$ cat src/rtl/cycle_sequencer.sv
// cycle_sequencer
//   Instruction-cycle controller for the Q2 CPU. Walks the IR/PC/MA/ACC
//   registers through FETCH -> DECODE -> (INDIR) -> EXEC, issues the one-cycle
//   load strobes, owns the memory request handshake with a wait-state
//   watchdog, and implements front-panel run/halt control.
//
//   Optional feature macro: CYCLE_STEP_EN
//     When defined, a one-cycle 'step' pulse in HALT (run=0, no bus error)
//     executes exactly one instruction and then returns to HALT.
//     When undefined, 'step' is ignored and only 'run' leaves HALT.
module cycle_sequencer #(
    parameter int WAIT_LIMIT = 15,
    parameter int WAIT_BITS  = 8
) (
    input  logic       clk,
    input  logic       rst,
    input  logic       run,
    input  logic       step,
    input  logic       indirect,
    input  logic       is_store,
    input  logic       halt_req,
    input  logic       mem_ack,
    output logic       mem_req,
    output logic       mem_we,
    output logic       ld_ir,
    output logic       inc_pc,
    output logic       ld_ma,
    output logic       ld_acc,
    output logic [2:0] state,
    output logic       halted,
    output logic       bus_err
);

    typedef enum logic [2:0] {
        S_HALT   = 3'd0,
        S_FETCH  = 3'd1,
        S_DECODE = 3'd2,
        S_INDIR  = 3'd3,
        S_EXEC   = 3'd4
    } state_t;

    // Count value on which an unanswered request trips the watchdog: the
    // count holds the number of earlier unanswered cycles, so the trip
    // happens on the WAIT_LIMIT-th request cycle without an ack.
    localparam logic [WAIT_BITS-1:0] LIMIT_LAST = WAIT_BITS'(WAIT_LIMIT - 1);

    state_t               r_state;
    state_t               w_nextState;
    state_t               w_boundary;
    logic [WAIT_BITS-1:0] r_waitCnt;
    logic                 r_busErr;
    logic                 w_limitHit;
    logic                 w_setBusErr;
    logic                 w_stepActive;

`ifdef CYCLE_STEP_EN
    logic                 r_stepFlag;
    logic                 w_stepStart;

    assign w_stepActive = r_stepFlag;

    // Remember that the current instruction was launched by a step pulse so
    // the next instruction boundary parks the machine in HALT.
    always_ff @(posedge clk or posedge rst) begin
        if (rst) begin
            r_stepFlag <= 1'b0;
        end else if (w_nextState == S_HALT) begin
            r_stepFlag <= 1'b0;
        end else if (w_stepStart) begin
            r_stepFlag <= 1'b1;
        end
    end
`else
    logic                 w_unusedStep;

    assign w_unusedStep = step;
    assign w_stepActive = 1'b0;
`endif

    assign w_limitHit = (r_waitCnt == LIMIT_LAST);
    assign w_boundary = (run && !w_stepActive) ? S_FETCH : S_HALT;

    // Current-state register; reset parks the machine in HALT immediately,
    // which also drops mem_req in the same instant.
    always_ff @(posedge clk or posedge rst) begin
        if (rst) begin
            r_state <= S_HALT;
        end else begin
            r_state <= w_nextState;
        end
    end

    // Next-state decode plus the combinational memory request and strobes.
    // An ack always wins over a watchdog trip in the same cycle.
    always_comb begin
        w_nextState = r_state;
        mem_req     = 1'b0;
        mem_we      = 1'b0;
        ld_ir       = 1'b0;
        inc_pc      = 1'b0;
        ld_ma       = 1'b0;
        ld_acc      = 1'b0;
        w_setBusErr = 1'b0;
`ifdef CYCLE_STEP_EN
        w_stepStart = 1'b0;
`endif
        case (r_state)
            S_HALT: begin
                if (!r_busErr) begin
                    if (run) begin
                        w_nextState = S_FETCH;
                    end
`ifdef CYCLE_STEP_EN
                    else if (step) begin
                        w_nextState = S_FETCH;
                        w_stepStart = 1'b1;
                    end
`endif
                end
            end
            S_FETCH: begin
                mem_req = 1'b1;
                if (mem_ack) begin
                    ld_ir       = 1'b1;
                    inc_pc      = 1'b1;
                    w_nextState = S_DECODE;
                end else if (w_limitHit) begin
                    w_setBusErr = 1'b1;
                    w_nextState = S_HALT;
                end
            end
            S_DECODE: begin
                ld_ma       = 1'b1;
                w_nextState = indirect ? S_INDIR : S_EXEC;
            end
            S_INDIR: begin
                mem_req = 1'b1;
                if (mem_ack) begin
                    ld_ma       = 1'b1;
                    w_nextState = S_EXEC;
                end else if (w_limitHit) begin
                    w_setBusErr = 1'b1;
                    w_nextState = S_HALT;
                end
            end
            S_EXEC: begin
                if (halt_req) begin
                    w_nextState = S_HALT;
                end else begin
                    mem_req = 1'b1;
                    mem_we  = is_store;
                    if (mem_ack) begin
                        ld_acc      = !is_store;
                        w_nextState = w_boundary;
                    end else if (w_limitHit) begin
                        w_setBusErr = 1'b1;
                        w_nextState = S_HALT;
                    end
                end
            end
            default: begin
                w_nextState = S_HALT;
            end
        endcase
    end

    // Watchdog: counts consecutive unanswered request cycles within one
    // state; any ack, state change or idle bus restarts the count.
    always_ff @(posedge clk or posedge rst) begin
        if (rst) begin
            r_waitCnt <= '0;
        end else if (!mem_req || mem_ack || (w_nextState != r_state)) begin
            r_waitCnt <= '0;
        end else begin
            r_waitCnt <= r_waitCnt + WAIT_BITS'(1);
        end
    end

    // Sticky bus error; only reset clears it, and it blocks leaving HALT.
    always_ff @(posedge clk or posedge rst) begin
        if (rst) begin
            r_busErr <= 1'b0;
        end else if (w_setBusErr) begin
            r_busErr <= 1'b1;
        end
    end

    assign state   = r_state;
    assign halted  = (r_state == S_HALT);
    assign bus_err = r_busErr;

endmodule

$ cat config.mk
export PLATFORM = sky130hd
export DESIGN_NAME = cycle_sequencer
export DESIGN_NICKNAME = d
export VERILOG_FILES = /design/src/rtl/cycle_sequencer.sv
export SDC_FILE = /design/constraint.sdc
export NUM_CORES = 1
export LEC_CHECK = 0
export ABC_AREA = 1
export CAP_MARGIN = 20
export CORE_AREA = 2 2 60 62
export CTS_CLUSTER_DIAMETER = 80
export CTS_CLUSTER_SIZE = 30
export DETAILED_ROUTE_END_ITERATION = 16
export DIE_AREA = 0 0 62 64
export PLACE_DENSITY = 0.46
export SLEW_MARGIN = 20
export SYNTH_ARGS = -nofsm -noshare
export SYNTH_HDL_FRONTEND = slang
export SYNTH_SLANG_ARGS = --single-unit
$ cat constraint.sdc
create_clock -name clk -period 1.85 [get_ports clk]
set_input_delay 0.37 -clock clk [delete_from_list [all_inputs] [get_ports clk]]
set_output_delay 0.37 -clock clk [all_outputs]
set_load 0.05 [all_outputs]
======== After elaboration in Yosys (flattened, before gate mapping) ========
Index checks and enable logic that the tools add are counted.
storage, ports and cells
  register bits after elaboration ......... 12
  input bits .............................. 8
  output and inout port bits .............. 11
  word-level logic and storage cells ...... 41
operators by class
  add/sub/neg operators ................... 1
  eq/ne operators ......................... 6
  mux-type cells .......................... 25
  reduce and logical (&&, ||, !) cells .... 6
operators by type and width
  cell                   count
  $mux W3                8
  $pmux W3 S5            1
  $mux W1                12
  $add A8 B1 Y8 const B  1
  $eq A8 B4 Y1 const B   1
  $mux W8                1
  $eq A3 B2 Y1 const B   2
  $pmux W1 S2            3
  $eq A3 B1 Y1 const B   1
  $eq A3 B3 Y1 const B   1
  $logic_not A3 Y1       1
  $ne A3 B3 Y1           1
  $logic_not A1 Y1       2
  $logic_or A1 B1 Y1     2
  $reduce_or A2 Y1       1

======== Depth between registers and ports, before layout ========
  word-level depth ........................ 8
  depth in mapped cells ................... 12
  depth with buffers taken out ............ 12

======== Worst setup path before layout ========
No wires, ideal clock.
  kind .................................... reg-to-reg
  start point ............................. register r_state[1], in the netlist state[1]
  end point ............................... register r_waitCnt[0]
  library setup time ...................... 73 ps
  arrival time ............................ 2330 ps
  path slack .............................. -552 ps
  stages on the path, launching flop included .. 9
  path buffers ............................ 0
  path through ............................ dfrtp_1 nand2_1 a21oi_1 nand2_1 nand3_1 nand2_1 nor2_4 nand3_4 nor2_1
on the way
  word-level cells in the longest chain between the ends .. 7
ends and longest elaborated chain
  element                                                    line           source
  start, declared                                            47             state_t r_state;
  start signal, assigned                                     89             r_state <= w_nextState;
  $mux W3 (tied with other cells)                            127, 141, 155
  $mux W3 / $reduce_or A2 Y1 (equally long branches)         n/a
  $mux W3 / $pmux W1 S2 (equally long branches)              147, 107
  $pmux W3 S5 / $logic_not A1 Y1 (equally long branches)     107, 172
  $ne A3 B3 Y1 / $logic_or A1 B1 Y1 (equally long branches)  172            end else if (!mem_req || mem_ack || (w_nextState != r_state)) begin
  $logic_or A1 B1 Y1 *                                       172
  $mux W8 *                                                  172
  end signal, assigned                                       175            r_waitCnt <= r_waitCnt + WAIT_BITS'(1);
  end, declared                                              50             logic [WAIT_BITS-1:0] r_waitCnt;
Every way passes the cells marked *; elsewhere a longest branch is shown, timed or not.
A chain may end at the register's enable or synchronous reset.

======== Worst setup path after layout ========
  start point ............................. input mem_ack
  end point ............................... output inc_pc
on the way
  word-level cells in the longest chain between the ends .. 2
ends and longest elaborated chain
  element          line  source
  start, declared  22    input logic mem_ack,
  $mux W1          123   if (mem_ack) begin
  $mux W1          107   case (r_state)
  end, declared    26    output logic inc_pc,
No other way between the ends.

==> impl_metrics.env <==
export IMPL_ant_nets=0
export IMPL_period_needed_ns=1.78
export IMPL_ios=19
export IMPL_synth_net_count=106
export IMPL_rr_endpoint="r_waitCnt[4]"
export IMPL_vias=684
export IMPL_final_max_slew_viol_count=0
export IMPL_gr_total_overflow=0
export IMPL_clk_pin_slew_ns=0.08
export IMPL_cp_start_kind="input pin"
export IMPL_hold_viol_final=0
export IMPL_synth_xor_area_share_pct=7.17
export IMPL_regArea_um2=307
export IMPL_tns_ns=0
export IMPL_drt_wl_total_um=1730
export IMPL_ys_types=20
export IMPL_fmax_mhz=563
export IMPL_drtIter0Drc=7
export IMPL_final_core_util_pct=36.0
export IMPL_yosysSeqAreaShare_pct=41.0
export IMPL_p_switching_uw=282
export IMPL_fp_dieW_um=62
export IMPL_grt_pass1_vias=657
export IMPL_r2r_start="state[2]"
export IMPL_clk_latency_ns=0.27
export IMPL_antenna_cells=0
export IMPL_setup_viol=0
export IMPL_crit_path_max_incr_delay_ns=0.49
export IMPL_crit_fanout=5
export IMPL_post_synth_top_area_fraction_pct=41.0
export IMPL_seq_power_share_pct=36.1
export IMPL_postSynthCellCount=96
export IMPL_whs_ns=0.395
export IMPL_relSlewSlack_pct=69.5
export IMPL_slowest_stage="clkdlybuf4s50_1"
export IMPL_p_leak_nw=0.526
export IMPL_antenna_found_initial=0
export IMPL_worst_path_buf_inv=4
export IMPL_combPwrFrac_pct=37.7
export IMPL_setup_worst_path_end="inc_pc"
export IMPL_fin_skew_ns=0.00716
export IMPL_clockBufferDepth=2
export IMPL_ys_async_sr_fraction_pct=100
export IMPL_syn_area_per_cell_um2=7.64
export IMPL_synth_compound_area_share_pct=2.05
export IMPL_worstPathArrival_ns=1.41
export IMPL_synthMuxAreaShare_pct=0
export IMPL_vias_per_cell=3.95
export IMPL_yosysWarnings=0
export IMPL_synth_top_family_by_area="simple AND/OR/NAND/NOR gates"
export IMPL_port_buffers=17
export IMPL_drt_first_pass_iters=4
export IMPL_final_cells=173
export IMPL_end_kind="output port"
export IMPL_grt_pass1_wl_um=2930
export IMPL_synth_ff_type="dfrtp_1"
export IMPL_drive_gt1_share_pct=34.6
export IMPL_hold_path_class="in2async"
export IMPL_p_int_uw=523
export IMPL_chipHeight_um=64
export IMPL_yosys_top_cells_count="20 x nand2_1, 17 x nor2_1, 14 x inv_1"
export IMPL_period_share_pct=96.0
export IMPL_grt_use_total_pct=9.72
export IMPL_synth_simple_area_share_pct=37.7
export IMPL_status="finished, final reports clean"
export IMPL_dieArea_um2=3970
export IMPL_syn_area_um2=733
export IMPL_wl_per_cell_um=9.98
export IMPL_htreeDepth=1
export IMPL_crit_family="buffers and inverters"
export IMPL_cts_sinks=12
export IMPL_clkPwrFrac_pct=26.2
export IMPL_final_area_um2=1180
export IMPL_cellPowerDensity_nw_per_um2=681
export IMPL_initial_core_util_pct=22.3
export IMPL_synth_edf_count=0
export IMPL_crit_start="mem_ack"
export IMPL_worst_slew_pin_slew_ns=0.457
export IMPL_cts_tree="done"
export IMPL_multi_input_area_um2=413
export IMPL_final_nets=138
export IMPL_place_gp_congestion=0.726
export IMPL_synth_area_leaders="dfrtp_1 41%, nand2_1 10%, nor2_1 8.7%, inv_1 7.2%, xnor2_1 3.6%"
export IMPL_path_depth=5
export IMPL_dp_cells=167
export IMPL_core_area_um2=3280
export IMPL_cp_cell_sequence="clkdlybuf4s50_1, inv_2, nor3_4, buf_4, buf_12"
export IMPL_area_delta_synth_final_pct=61.3
export IMPL_grt_max_degree=13
export IMPL_clockRootBuffer="clkbuf_4"
export IMPL_cts_buffers_inserted=3
export IMPL_worst_ep_required_time_ns=1.48
export IMPL_max_vdd_ir_drop_mv=0.181
export IMPL_swShare_pct=35.0
export IMPL_drv_cap=0
export IMPL_critPathKind="in2out"
export IMPL_dp_final_hpwl_um=1410
export IMPL_num_rows=21
export IMPL_synth_most_common_cell="nand2_1"
export IMPL_rrSetupSlack_ns=0.29
export IMPL_n_fill_cell=348
export IMPL_ys_seq_elements=12
export IMPL_synth_area_leader_cell="dfrtp_1"
export IMPL_dpl_cell_area_um2=1120
export IMPL_synth_adder_area_share_pct=3.41
export IMPL_drc_errors=0
export IMPL_rr_worst_depth=9
export IMPL_rsz0062_at_grt="false"
kinds of logic after synthesis:
logic type,after synthesis
xor+xnor,6
compound gates,3
buf+inv,16
flops,12
fa+ha+maj,2
simple gates,57
sequential cells by signal (all words and copies together), names as in the netlist:
name,count
bus_err,1
r_waitCnt,8
state,3
power groups by stage:
stage | Clock, mW | Combinational, mW | Sequential [mW]
6_report | 0.211 | 0.304 | 0.290
5_1_grt | 0.236 | 0.324 | 0.292
4_1_cts | 0.229 | 0.298 | 0.294
3_5_place_dp | 0 | 0.292 | 0.297
3_3_place_gp | 0 | 0.291 | 0.296
2_1_floorplan | 0 | 0.135 | 0.317
repair_timing:
| action | CTS | global route |
|---|---|---|
| gates cloned | 0 | 0 |
| endpoints found under the setup margin | 5 | 3 |
| resized for setup | 3 | 0 |
| hold buffers | 0 | 0 |
| pin swaps | 0 | 0 |
| setup buffers | 0 | 2 |
through the flow:
step / setup slack, ns / power [mW]
global route: 0.00998 / 0.852
floorplan: 0.0176 / 0.452
finish: 0.0744 / 0.805
CTS: 0.0435 / 0.821
global placement: -0.0410 / 0.587
detailed placement: -0.0745 / 0.588
layout make-up:
cell class / instances / share of cell area, %
tap: 46 / 4.87
timing repair buffer: 28 / 26.5
sequential: 12 / 25.9
clock buffer: 4 / 3.07
multi-input combinational: 68 / 34.9
inverter: 15 / 4.76
per-layer routing:
metal	vias to the layer above	track usage, %	wire, um
met5	-	0	0
met3	2	1.21	12
met4	0	3.99	12
met2	3	15.1	883
met1	321	13.3	817
li1	358	-	-
cell usage in the layout (no fill, tap or decap):
master / count
nand3_1: 5
dfrtp_1: 9
nand2_1: 20
ha_1: 2
inv_2: 2
nor2_4: 2
dfrtp_2: 2
nand4_1: 1
o21ai_0: 2
a21oi_4: 1
buf_12: 7
buf_4: 15
nor3_1: 3
nand3_4: 2
nor2_1: 16
clkbuf_8: 1
xnor2_1: 3
nand2_2: 3
clkdlybuf4s50_1: 6
nor2_2: 3
inv_1: 13
nor3_4: 2
dfrtp_4: 1
xor2_1: 3
clkbuf_4: 3
how the worst min path moves through the flow:
stage | start | endpoint | slack, ns
2_1_floorplan | rst | bus_err | 0.23
3_3_place_gp | r_waitCnt[0] | r_waitCnt[0] | 0.45
3_5_place_dp | r_waitCnt[0] | r_waitCnt[0] | 0.45
4_1_cts | rst | r_waitCnt[2] | 0.40
5_1_grt | rst | r_waitCnt[2] | 0.43
6_report | rst | r_waitCnt[2] | 0.40
No activity file was read; power rests on OpenSTA's default activity.
